[config.mk]
export PLATFORM = sky130hd
export DESIGN_NAME = gf64_pow_sequencer_flat
export DESIGN_NICKNAME = d
export VERILOG_FILES = /design/src/rtl/gf64_pow_sequencer_if.sv /design/src/rtl/gf64_pow_sequencer.sv /design/src/flat_wrapper.sv
export SDC_FILE = /design/constraint.sdc
export NUM_CORES = 1
export LEC_CHECK = 0
export ABC_CLOCK_PERIOD_IN_PS = 1920
export CAP_MARGIN = 20
export CORE_AREA = 2 2 76 78
export CTS_BUF_LIST = sky130_fd_sc_hd__clkbuf_8
export DETAILED_ROUTE_END_ITERATION = 6
export DIE_AREA = 0 0 78 80
export HOLD_SLACK_MARGIN = 0.05
export PLACE_DENSITY = 0.64
export SYNTH_ARGS = -nofsm -noshare
export SYNTH_HDL_FRONTEND = slang
export SYNTH_SLANG_ARGS = --single-unit
[constraint.sdc]
create_clock -name clk -period 1.92 [get_ports clk]
set_input_delay 0.384 -clock clk [delete_from_list [all_inputs] [get_ports clk]]
set_output_delay 0.384 -clock clk [all_outputs]
set_load 0.02 [all_outputs]
[src/rtl/gf64_pow_sequencer_if.sv]
// Request/response handshake bundle for the GF(2^6) exponentiation engine.
// The master is the requester/consumer side; the slave is the engine.
interface gf64_pow_sequencer_if;
  logic       in_valid;
  logic       in_ready;
  logic [5:0] in_x;
  logic [5:0] in_e;
  logic       out_valid;
  logic       out_ready;
  logic [5:0] out_y;
  logic       busy;

  modport master (
    output in_valid, in_x, in_e, out_ready,
    input  in_ready, out_valid, out_y, busy
  );

  modport slave (
    input  in_valid, in_x, in_e, out_ready,
    output in_ready, out_valid, out_y, busy
  );
endinterface

[src/rtl/gf64_pow_sequencer.sv]
// GF(2^6) exponentiation engine: y = x^e by left-to-right square-and-multiply,
// sharing one combinational GF(2^6) multiplier between the square and the
// multiply steps. CONST_TIME=1 spends a multiply slot on every exponent bit.
module gf64_pow_sequencer #(
  parameter logic [6:0] POLY       = 7'h43,
  parameter bit         CONST_TIME = 1'b0
) (
  input logic                  clk,
  input logic                  rst,
  gf64_pow_sequencer_if.slave  bus
);

  typedef enum logic [1:0] {
    ST_IDLE,
    ST_SQR,
    ST_MUL,
    ST_DONE
  } state_t;

  state_t     state_q;
  logic [5:0] acc_q;
  logic [5:0] x_q;
  logic [5:0] e_q;
  logic [2:0] idx_q;
  logic       out_valid_q;
  logic [5:0] out_y_q;

  logic [5:0] op_b;
  logic [5:0] prod;
  logic [5:0] e_shift;
  logic       cur_bit;

  // Carry-less 6x6 product followed by reduction of bits 10..6 modulo POLY.
  // NOTE: blocking assignments here are correct: this is combinational
  // evaluation inside a function, not state that must update on a clock edge.
  function automatic logic [5:0] gf_mul(input logic [5:0] a, input logic [5:0] b);
    logic [10:0] p;
    p = '0;
    for (int i = 0; i < 6; i++) begin
      if (b[i]) p = p ^ ({5'b0, a} << i);
    end
    for (int i = 10; i >= 6; i--) begin
      if (p[i]) p = p ^ ({4'b0, POLY} << (i - 6));
    end
    return p[5:0];
  endfunction

  // Shared multiplier: square (acc,acc) in SQR, multiply (acc,x) in MUL.
  // NOTE: every signal written here gets a value on every path, so no latch
  // can be inferred.
  always_comb begin
    op_b    = (state_q == ST_MUL) ? x_q : acc_q;
    prod    = gf_mul(acc_q, op_b);
    e_shift = e_q >> idx_q;
    cur_bit = e_shift[0];
  end

  // Control FSM with registered result outputs.
  // NOTE: sequential state uses non-blocking assignments so every register
  // samples pre-edge values regardless of statement order.
  always_ff @(posedge clk or posedge rst) begin
    if (rst) begin
      state_q     <= ST_IDLE;
      acc_q       <= 6'h01;
      x_q         <= '0;
      e_q         <= '0;
      idx_q       <= 3'd5;
      out_valid_q <= 1'b0;
      out_y_q     <= '0;
    end else begin
      case (state_q)
        ST_IDLE: begin
          if (bus.in_valid) begin
            x_q     <= bus.in_x;
            e_q     <= bus.in_e;
            acc_q   <= 6'h01;
            idx_q   <= 3'd5;
            state_q <= ST_SQR;
          end
        end
        ST_SQR: begin
          acc_q <= prod;
          if (cur_bit || CONST_TIME) begin
            state_q <= ST_MUL;
          end else if (idx_q == 3'd0) begin
            state_q <= ST_DONE;
          end else begin
            idx_q <= idx_q - 3'd1;
          end
        end
        ST_MUL: begin
          if (cur_bit) acc_q <= prod;
          if (idx_q == 3'd0) begin
            state_q <= ST_DONE;
          end else begin
            idx_q   <= idx_q - 3'd1;
            state_q <= ST_SQR;
          end
        end
        ST_DONE: begin
          if (out_valid_q && bus.out_ready) begin
            out_valid_q <= 1'b0;
            out_y_q     <= '0;
            state_q     <= ST_IDLE;
          end else begin
            out_valid_q <= 1'b1;
            out_y_q     <= acc_q;
          end
        end
        default: state_q <= ST_IDLE;
      endcase
    end
  end

  assign bus.in_ready  = (state_q == ST_IDLE);
  assign bus.busy      = (state_q != ST_IDLE);
  assign bus.out_valid = out_valid_q;
  assign bus.out_y     = out_y_q;

endmodule

[src/flat_wrapper.sv]
// flat-port wrapper written by rule: the top's interface ports become plain ports
module gf64_pow_sequencer_flat 
#(
  parameter logic [6:0] POLY       = 7'h43,
  parameter bit         CONST_TIME = 1'b0
)
  (clk, rst, bus_in_valid, bus_in_x, bus_in_e, bus_out_ready, bus_in_ready, bus_out_valid, bus_out_y, bus_busy);
  gf64_pow_sequencer_if bus_i ();
  input logic clk;
  input logic rst;
  input wire logic [$bits(bus_i.in_valid)-1:0] bus_in_valid;
  input wire logic [$bits(bus_i.in_x)-1:0] bus_in_x;
  input wire logic [$bits(bus_i.in_e)-1:0] bus_in_e;
  input wire logic [$bits(bus_i.out_ready)-1:0] bus_out_ready;
  output wire logic [$bits(bus_i.in_ready)-1:0] bus_in_ready;
  output wire logic [$bits(bus_i.out_valid)-1:0] bus_out_valid;
  output wire logic [$bits(bus_i.out_y)-1:0] bus_out_y;
  output wire logic [$bits(bus_i.busy)-1:0] bus_busy;
  assign bus_i.in_valid = bus_in_valid;
  assign bus_i.in_x = bus_in_x;
  assign bus_i.in_e = bus_in_e;
  assign bus_i.out_ready = bus_out_ready;
  assign bus_in_ready = bus_i.in_ready;
  assign bus_out_valid = bus_i.out_valid;
  assign bus_out_y = bus_i.out_y;
  assign bus_busy = bus_i.busy;
  gf64_pow_sequencer #(.POLY(POLY), .CONST_TIME(CONST_TIME)) u_core (.clk(clk), .rst(rst), .bus(bus_i));
endmodule
==> results of run 1 <==
-- power by group --
group | switching [mW] | total [mW] | internal (mW)
registers | 0.282 | 1.23 | 0.945
clock network | 0.241 | 0.524 | 0.283
logic | 1.83 | 3.88 | 2.05
-- kinds of logic after synthesis --
logic type               after synthesis  synth area share (%)
AO/OA/AOI/OAI                         49                  16.7
flip-flops                            30                  34.9
buffers and inverters                 26                  6.31
AND/OR/NAND/NOR                       69                  13.7
XOR/XNOR                              28                  13.0
multiplexers                          21                  11.3
adder cells (fa/ha/maj)                7                  4.05
-- worst max path at each step --
stage,startpoint,endpoint,slack [ns]
finish,u_core.state_q[0],u_core.acc_q[0],-0.05
global route,u_core.state_q[0],u_core.acc_q[5],-0.17
CTS,u_core.state_q[0],u_core.acc_q[5],-0.06
detailed placement,u_core.state_q[0],u_core.acc_q[5],-0.08
global placement,u_core.state_q[0],u_core.acc_q[5],-0.04
floorplan,u_core.idx_q[0],u_core.acc_q[1],-0.02
-- cell type report --
cell class	count	area (um^2)
flip-flops and latches	30	761
inverters	12	47.5
fillers	498	2330
well taps	72	90.1
repair buffers	75	674
clock buffers	6	82.6
multi-input cells	174	1410
clock inverters	2	8.76
-- critical path, stage by stage, from the launching register on --
cell and delay (ns):
dfrtp_1 0.39, inv_2 0.09, ha_4 0.19, buf_6 0.14, buf_6 0.10, nand2_2 0.03, mux2i_1 0.15, a31oi_2 0.07
xnor2_2 0.21, mux2_4 0.32, o22a_1 0.19
-- cell usage after synthesis (2+ instances only) --
cell type | number | area (um^2)
a21o_1 | 2 | 15.0
clkbuf_1 | 3 | 11.3
xnor2_1 | 16 | 140
buf_2 | 4 | 20.0
o21ai_1 | 7 | 35.0
dfrtp_1 | 27 | 676
o211ai_1 | 2 | 15.0
xor2_1 | 8 | 70.1
nand2_2 | 2 | 12.5
nor2_1 | 7 | 26.3
mux2_2 | 13 | 146
xnor2_2 | 2 | 32.5
dfstp_2 | 3 | 78.8
o21ai_0 | 2 | 10.0
nand2b_1 | 2 | 12.5
a22o_1 | 8 | 70.1
nand2_1 | 48 | 180
buf_6 | 2 | 22.5
inv_1 | 10 | 37.5
nand3_1 | 2 | 10.0
o21a_1 | 3 | 22.5
mux2i_1 | 6 | 60.1
nand4_1 | 2 | 12.5
a21oi_1 | 11 | 55.1
buf_4 | 5 | 37.5
ha_1 | 7 | 87.6
-- registers in the layout (all words and copies together) (netlist names) --
register and cells:
u_core.acc_q 6, u_core.bus.out_valid 1, u_core.bus.out_y 6, u_core.e_q 6
u_core.idx_q 3, u_core.state_q 2, u_core.x_q 6
-- cell usage in the layout (no fill, tap or decap), types with 4 or more instances in the layout --
cell             instances
o21ai_1                  5
nand2_2                  7
a22o_1                   8
nor2_1                   6
dfrtp_2                  5
inv_1                    8
xnor2_2                  5
clkbuf_8                 6
ha_1                     5
buf_6                    4
dfrtp_1                 22
mux2i_1                  5
nand2_1                 42
clkdlybuf4s50_1         22
a21oi_1                  9
xnor2_1                 13
mux2_2                  12
buf_4                   44
xor2_1                   8
-- metal layers --
layer	routed length (um)	share of wire [%]	vias to the layer above	global-route usage, %
li1	-	-	922	-
met1	2350	45	901	22.5
met2	2690	51	22	30.2
met3	110	2.1	9	2.94
met4	78	1.5	0	5.26
met5	0	0	-	0
-- timing repair --
action / in CTS / in global routing
gates resized for setup: 16 / 24
setup endpoints to repair: 11 / 13
buffers inserted: 4 / 5
pin swaps: 8 / 12
==> reports/qor.csv, run 1 <==
stage,metric,value,unit
outcome,run status,finished with violations,
outcome,violated checks,setup timing,
placement,pre-CTS worst setup slack,-0.0763,ns
global_route,initial antenna violation count,0,
clocking,Sink Count,30,
global_route,all-layer global routing usage,17.5,%
routing,via count,1854,
setup_path,startpoint of the lowest-slack register-to-register path,u_core.state_q[0],
global_route,leftover overflow at the end of global routing,0,
global_route,via count of the first global-routing pass,1797,
sta,slew at the pin with the worst max-slew slack,0.392,ns
synth,fraction of registers with async set/reset,100,%
finish,share of the core filled with cells in the final layout,56.9,%
routing,antenna violation net count after detailed routing,0,
sta,endpoints failing hold,0,
setup_path,kind of start point of the critical path,register,
synth,Syn Nets,253,
synth,gate count of the mapped netlist,230,
clocking,hold buffer count at CTS,0,
routing,sum of routed wire length over all layers,5.24,mm
synth,count of different cell masters after synthesis,52,
synth,number of storage elements in the synthesis netlist,30,
setup_path,maximum fanout encountered on the critical timing path,6,
setup_path,endpoint required time on the critical path,2.13,ns
global_route,wire length of the first global-routing pass,8.68,mm
routing,average via count per standard cell,5.00,
power_and_ir_drop,leakage component of the power,1.34,nW
die,Std-Cell Rows,27,
clocking,insertion delay of the later-clocked pin in the worst-skew pair,0.28,ns
sta,Post-Route Skew,0.00637,ns
setup_path,data arrival time at the worst-slack endpoint,2.18,ns
global_route,maximum number of pins on one net before global-route repair,31,
sta,fraction of the cycle the final worst path needs,103,%
setup_path,reg2reg path depth,10,
power_and_ir_drop,PD cells,1830,nW/um^2
clocking,"Reg clk slew, reported paths",0.06,ns
finish,final cell area excluding filler cells,3080,um^2
sta,minimum clock period after layout,1.97,ns
finish,# nets final,321,
placement,Placed Instances,354,
routing,initial DRC count,56,
power_and_ir_drop,final total power,5.63,mW
setup_path,end of the worst register-to-register path,u_core.acc_q[0],
clocking,number of clock buffers inserted by TritonCTS,5,
finish,final instance count without filler cells,371,
synth,sequential-to-total area share from yosys stat,34.9,%
finish,Inserted Diodes,0,
finish,area overhead of the layout relative to synthesis,42.2,%
min_path,worst hold path type,in -> async,
setup_path,Worst R2R Setup Slack,-0.05,ns
routing,Routed WL per cell,14.1,um
die,Initial Utilization,40.0,%
die,Die Area,6240,um^2
die,Horiz. Die Dim,78,um
flow_run,number of max-cap violations,0,
synth,count of flip-flops with a built-in enable after synthesis,0,
routing,total DRC errors in the routed layout,0,
sta,Setup Total Neg Slack,-0.122,ns
clocking,root cell of the clock tree,clkbuf_8,
synth,Post-Syn Area,2160,um^2
placement,GPL Wtd Cong,0.783,
clocking,clock tree from TritonCTS,yes,
synth,average instance area after synthesis,9.40,um^2
finish,layout cells sized above 1,39.5,%
clocking,number of buffers on the longest clock path,2,
setup_path,category of the most critical setup path,reg -> reg,
sta,worst relative slew slack,73.9,%
placement,dpl cell area,2780,um^2
placement,IO Port Bufs,24,
die,# IOs,25,
synth,leading register cell type out of synthesis,dfrtp_1,
sta,unrepaired setup endpoints after global routing,yes,
setup_path,kind of end point of the critical path,register,
die,vertical die dimension,80,um
placement,hpwl dp,3.90,mm
sta,Max Clk Rate,508,MHz
synth,"Warnings, synthesis",0,
sta,Max Transition Viols Final,0,
clocking,number of levels in the clock H-tree,2,
sta,fin worst setup slack,-0.0502,ns
sta,number of setup violations in the final report,3,
sta,Hold Slack,0.485,ns
power_and_ir_drop,maximum vdd drop,1.19,mV
die,core outline area,5410,um^2
routing,total iterations of the first detailed-routing run,5,
Note: power is estimated with default switching activity, not from simulation.
==> run 2, diff against run 1 <==
- PLACE_DENSITY: 0.64 -> 0.74
==> run 2 against run 1 <==
- the flow still finishes with violations (setup timing)
- clock skew is 0.0012 ns lower
- largest power group unchanged
- maximum frequency decreased by 2.3%
- clock power about the same
- first-iteration DRC count increased by 77%
- wire length is 1.4% lower
- utilization is 0.65 points lower
- worst hold slack worse by 0.0049 ns
- via count rose by 3.4%
- critical path type unchanged
- highest routed layer unchanged
==> reports/qor.csv, run 2 (synthesis results as in run 1) <==
stage,metric,value,unit
outcome,run status,finished with violations,
outcome,violated checks,setup timing,
flow_run,number of max-cap violations,0,
setup_path,worst path bufs/invs,4,
sta,Max Transition Viols Final,0,
global_route,via count of the first global-routing pass,1884,
sta,Max Clk Rate,496,MHz
finish,Inserted Diodes,0,
routing,total DRC errors in the routed layout,0,
routing,antenna violation net count after detailed routing,0,
global_route,wire length of the first global-routing pass,8.66,mm
setup_path,"Critical Path, Cell by Cell",inv_2 -> buf_4 -> buf_4 -> ha_1 -> inv_2 -> nor2_1 -> nor2_2 -> o21ai_4 -> or4b_1 -> o211ai_1,
setup_path,slowest cell on the critical path,or4b_1,
power_and_ir_drop,maximum vdd drop,1.15,mV
die,# IOs,25,
placement,hpwl dp,3.82,mm
setup_path,kind of end point of the critical path,register,
routing,total iterations of the first detailed-routing run,4,
die,vertical die dimension,80,um
placement,GPL Wtd Cong,0.929,
finish,sequential cell area,762,um^2
power_and_ir_drop,final total power,5.59,mW
finish,most common library cell in the layout ignoring fill and taps,nand2_1,
finish,area overhead of the layout relative to synthesis,40.6,%
setup_path,gate family responsible for the most delay along the worst path,simple AND/OR/NAND/NOR gates,
global_route,leftover overflow at the end of global routing,0,
sta,worst relative slew slack,76.4,%
global_route,initial antenna violation count,0,
finish,# nets final,320,
power_and_ir_drop,PD cells,1840,nW/um^2
power_and_ir_drop,leakage component of the power,1.31,nW
clocking,insertion delay of the later-clocked pin in the worst-skew pair,0.28,ns
clocking,root cell of the clock tree,clkbuf_8,
finish,area of the multi-input gates,1410,um^2
setup_path,data arrival time at the worst-slack endpoint,2.22,ns
sta,fin worst setup slack,-0.0960,ns
global_route,maximum number of pins on one net before global-route repair,31,
die,core outline area,5410,um^2
setup_path,largest stage delay on the critical path,0.48,ns
finish,layout cells sized above 1,38.3,%
clocking,clock tree from TritonCTS,yes,
setup_path,Worst R2R Setup Slack,-0.1,ns
clocking,number of levels in the clock H-tree,2,
routing,average via count per standard cell,5.18,
setup_path,maximum fanout encountered on the critical timing path,5,
placement,IO Port Bufs,24,
sta,number of setup violations in the final report,3,
global_route,all-layer global routing usage,17.5,%
finish,most used cells in the layout excluding fill and tap cells,"nand2_1, buf_4, clkdlybuf4s50_1",
die,Std-Cell Rows,27,
sta,fraction of the cycle the final worst path needs,105,%
die,Horiz. Die Dim,78,um
setup_path,kind of start point of the critical path,register,
clocking,number of clock buffers inserted by TritonCTS,5,
setup_path,endpoint required time on the critical path,2.12,ns
routing,initial DRC count,99,
sta,endpoints failing hold,0,
routing,sum of routed wire length over all layers,5.16,mm
sta,Post-Route Skew,0.00516,ns
setup_path,category of the most critical setup path,reg -> reg,
clocking,Sink Count,30,
sta,Hold Slack,0.480,ns
clocking,"Reg clk slew, reported paths",0.06,ns
routing,Routed WL per cell,14.0,um
routing,via count,1917,
sta,slew at the pin with the worst max-slew slack,0.345,ns
sta,minimum clock period after layout,2.02,ns
finish,number of fill cells,474,
die,Die Area,6240,um^2
min_path,worst hold path type,in -> async,
sta,unrepaired setup endpoints after global routing,yes,
die,Initial Utilization,40.0,%
clocking,number of buffers on the longest clock path,2,
placement,dpl cell area,2760,um^2
finish,final cell area excluding filler cells,3040,um^2
[run 2: cell count changes in the layout (fill, tap and decap cells not counted), sizes merged]
cell | previous run | this run
buf | 51 | 50
clkbuf | 6 | 7
dlygate4sd2 | 1 | 0
[run 2: cell type report]
cell class                      count  share of cell area, %
Multi-Input combinational cell    174                   46.3
Clock inverter                      2                  0.288
Timing Repair Buffer               74                   21.1
Clock buffer                        6                   2.72
Sequential cell                    30                   25.1
Tap cell                           72                   2.96
Inverter                           12                   1.56
[run 2: worst min-delay path, stage by stage]
cell	delay [ns]
clkdlybuf4s50_1	0.40
inv_1	0.05
buf_4	0.34
[run 2: repair_timing]
item,4_1_cts,5_1_grt
endpoints found under the setup margin,12,13
hold buffers,0,0
pin swaps,11,13
gates resized for setup,17,22
hold endpoints to repair,0,0
setup buffers,2,6
[run 2: final timing paths]
kind	startpoint	endpoint	cells past startpoint
min in group clk	u_core.e_q[3]	u_core.e_q[3]	1
worst max register to register	u_core.state_q[0]	u_core.acc_q[5]	10
max in group asynchronous	rst	u_core.acc_q[0]	3
worst min-delay path	rst	u_core.e_q[5]	3
worst min register to register	u_core.e_q[3]	u_core.e_q[3]	1
worst max-delay path	u_core.state_q[0]	u_core.acc_q[5]	10
[run 2: layer usage]
layer / GRT usage (%) / routed length (um)
met2: 29.6 / 2570
met5: 0 / 0
met4: 5.26 / 91
met1: 22.2 / 2270
met3: 4.07 / 225
[run 2: per-stage QoR]
stage               setup TNS (ns)  instances  setup WS, ns  utilization (%)
CTS                         -0.116        364       -0.0486             53.8
floorplan                  -0.0776        230       -0.0161                -
detailed placement          -0.315        354       -0.0827             51.0
finish                      -0.198        370       -0.0960             56.3
global route                -0.628        370        -0.137             56.3
global placement            -0.300        354       -0.0701             51.0
[run 2: where the power goes]
part | leakage [nW] | internal (mW) | total [mW] | switching (mW)
combinational | 0.902 | 2.02 | 3.80 | 1.79
sequential | 0.360 | 0.944 | 1.26 | 0.320
clock | 0.0524 | 0.283 | 0.524 | 0.241
==> run 3, diff against run 2 <==
- CORE_AREA: 2 2 76 78 -> 2 2 73 75
- DIE_AREA: 0 0 78 80 -> 0 0 75 77
- PLACE_DENSITY: 0.74 -> 0.78
==> run 3 against run 2 <==
- the flow still finishes with violations (setup timing)
- worst setup slack got worse by 0.094 ns
- sequential share of layout area up 0.17 points
- via count up 0.57%
- sequential cell count unchanged
- worst hold slack lost 0.0022 ns
- sequential power about the same
- clock power decreased by 8.2%
- clock-buffer cell count shrank 1
- utilization up 4.4 points
- critical path type unchanged
- critical endpoint unchanged
==> reports/qor.csv, run 3 (synthesis results as in run 1) <==
stage,metric,value,unit
finish,# nets final,320,
routing,sum of routed wire length over all layers,5.42,mm
die,Std-Cell Rows,26,
finish,number of fill cells,382,
die,Die Area,5780,um^2
placement,GPL Wtd Cong,0.856,
routing,total iterations of the first detailed-routing run,4,
clocking,root cell of the clock tree,clkbuf_8,
routing,antenna violation net count after detailed routing,0,
power_and_ir_drop,final total power,5.60,mW
outcome,violated checks,setup timing,
routing,average via count per standard cell,5.25,
outcome,run status,finished with violations,
sta,Post-Route Skew,0.00462,ns
sta,worst relative slew slack,74.3,%
power_and_ir_drop,maximum vdd drop,1.17,mV
sta,Max Clk Rate,474,MHz
global_route,all-layer global routing usage,18.8,%
sta,fraction of the cycle the final worst path needs,110,%
finish,final instance count without filler cells,367,
sta,unrepaired setup endpoints after global routing,yes,
routing,Routed WL per cell,14.8,um
clocking,hold buffer count at CTS,0,
clocking,Sink Count,30,
clocking,number of buffers on the longest clock path,2,
die,Horiz. Die Dim,75,um
clocking,clock tree from TritonCTS,yes,
finish,Inserted Diodes,0,
finish,most common library cell in the layout ignoring fill and taps,buf_4,
global_route,wire length of the first global-routing pass,8.35,mm
die,Initial Utilization,43.4,%
sta,number of setup violations in the final report,2,
routing,initial DRC count,79,
setup_path,kind of start point of the critical path,register,
finish,most used cells in the layout excluding fill and tap cells,"buf_4, nand2_1, clkdlybuf4s50_1",
clocking,insertion delay of the later-clocked pin in the worst-skew pair,0.28,ns
setup_path,data arrival time at the worst-slack endpoint,2.30,ns
global_route,initial antenna violation count,0,
die,vertical die dimension,77,um
die,core outline area,4980,um^2
routing,via count,1928,
placement,hpwl dp,3.81,mm
die,# IOs,25,
setup_path,maximum fanout encountered on the critical timing path,6,
routing,total DRC errors in the routed layout,0,
clocking,"Reg clk slew, reported paths",0.06,ns
sta,minimum clock period after layout,2.11,ns
setup_path,kind of end point of the critical path,register,
setup_path,endpoint required time on the critical path,2.12,ns
setup_path,category of the most critical setup path,reg -> reg,
placement,Placed Instances,351,
global_route,via count of the first global-routing pass,1796,
sta,endpoints failing hold,0,
power_and_ir_drop,leakage component of the power,1.31,nW
sta,fin worst setup slack,-0.190,ns
global_route,maximum number of pins on one net before global-route repair,31,
clocking,number of levels in the clock H-tree,2,
sta,Max Transition Viols Final,0,
sta,slew at the pin with the worst max-slew slack,0.376,ns
global_route,leftover overflow at the end of global routing,0,
finish,layout cells sized above 1,39.4,%
placement,IO Port Bufs,24,
min_path,worst hold path type,in -> async,
clocking,number of clock buffers inserted by TritonCTS,5,
power_and_ir_drop,PD cells,1850,nW/um^2
flow_run,number of max-cap violations,0,
finish,area overhead of the layout relative to synthesis,39.7,%
run 3: worst paths after layout:
kind | cells after the start | end | startpoint | slack (ns)
max | 9 | u_core.acc_q[5] | u_core.state_q[0] | -0.19
min | 3 | u_core.x_q[3] | rst | 0.48
max reg2reg | 9 | u_core.acc_q[5] | u_core.state_q[0] | -0.19
min reg2reg | 1 | u_core.e_q[2] | u_core.e_q[2] | 0.50
max in group asynchronous | 3 | u_core.idx_q[0] | rst | 1.12
min in group clk | 1 | u_core.e_q[2] | u_core.e_q[2] | 0.50
run 3: worst max-delay path: stages, from the launching register on:
cell and delay [ns]:
dfrtp_1 0.40, inv_2 0.09, ha_4 0.21, nand4b_1 0.13
o21ai_1 0.09, a21oi_2 0.19, xnor2_2 0.16, xnor2_2 0.15
or4b_1 0.49, o211ai_1 0.12
run 3: cell type report:
cell class	instances	area, um^2	area share, %
flip-flops and latches	30	762	25.2
well taps	70	87.6	2.90
multi-input cells	174	1410	46.6
clock inverters	2	10.0	0.331
inverters	12	48.8	1.62
clock buffers	5	68.8	2.28
repair buffers	74	637	21.1
run 3: power breakdown:
group          internal [mW]  switching (mW)
logic                   2.04            1.84
registers              0.947           0.296
clock network          0.243           0.238
run 3: repair_timing:
item	in CTS	in global routing
pin swaps	5	9
gates resized for setup	11	24
buffers inserted	3	6
setup endpoints to repair	7	13
run 3: per-layer routing:
| metal | track usage [%] | share of wire, % | up-vias |
|---|---|---|---|
| li1 | - | - | 915 |
| met1 | 23.8 | 40 | 941 |
| met2 | 31.8 | 54 | 57 |
| met3 | 3.15 | 3.7 | 15 |
| met4 | 6.43 | 2.3 | 0 |
| met5 | 0 | 0 | - |
run 3: stage by stage:
stage / setup TNS [ns] / hold slack [ns] / cell area [um^2] / setup slack [ns] / util, %
3_3_place_gp: -0.0441 / 0.485 / 2750 / -0.0389 / 55.2
3_5_place_dp: -0.147 / 0.489 / 2750 / -0.0762 / 55.2
6_report: -0.241 / 0.477 / 3020 / -0.190 / 60.7
2_1_floorplan: -0.0776 / 0.473 / 2190 / -0.0161 / -
5_1_grt: -0.677 / 0.513 / 3020 / -0.279 / 60.7
4_1_cts: -0.0573 / 0.495 / 2880 / -0.0573 / 57.8
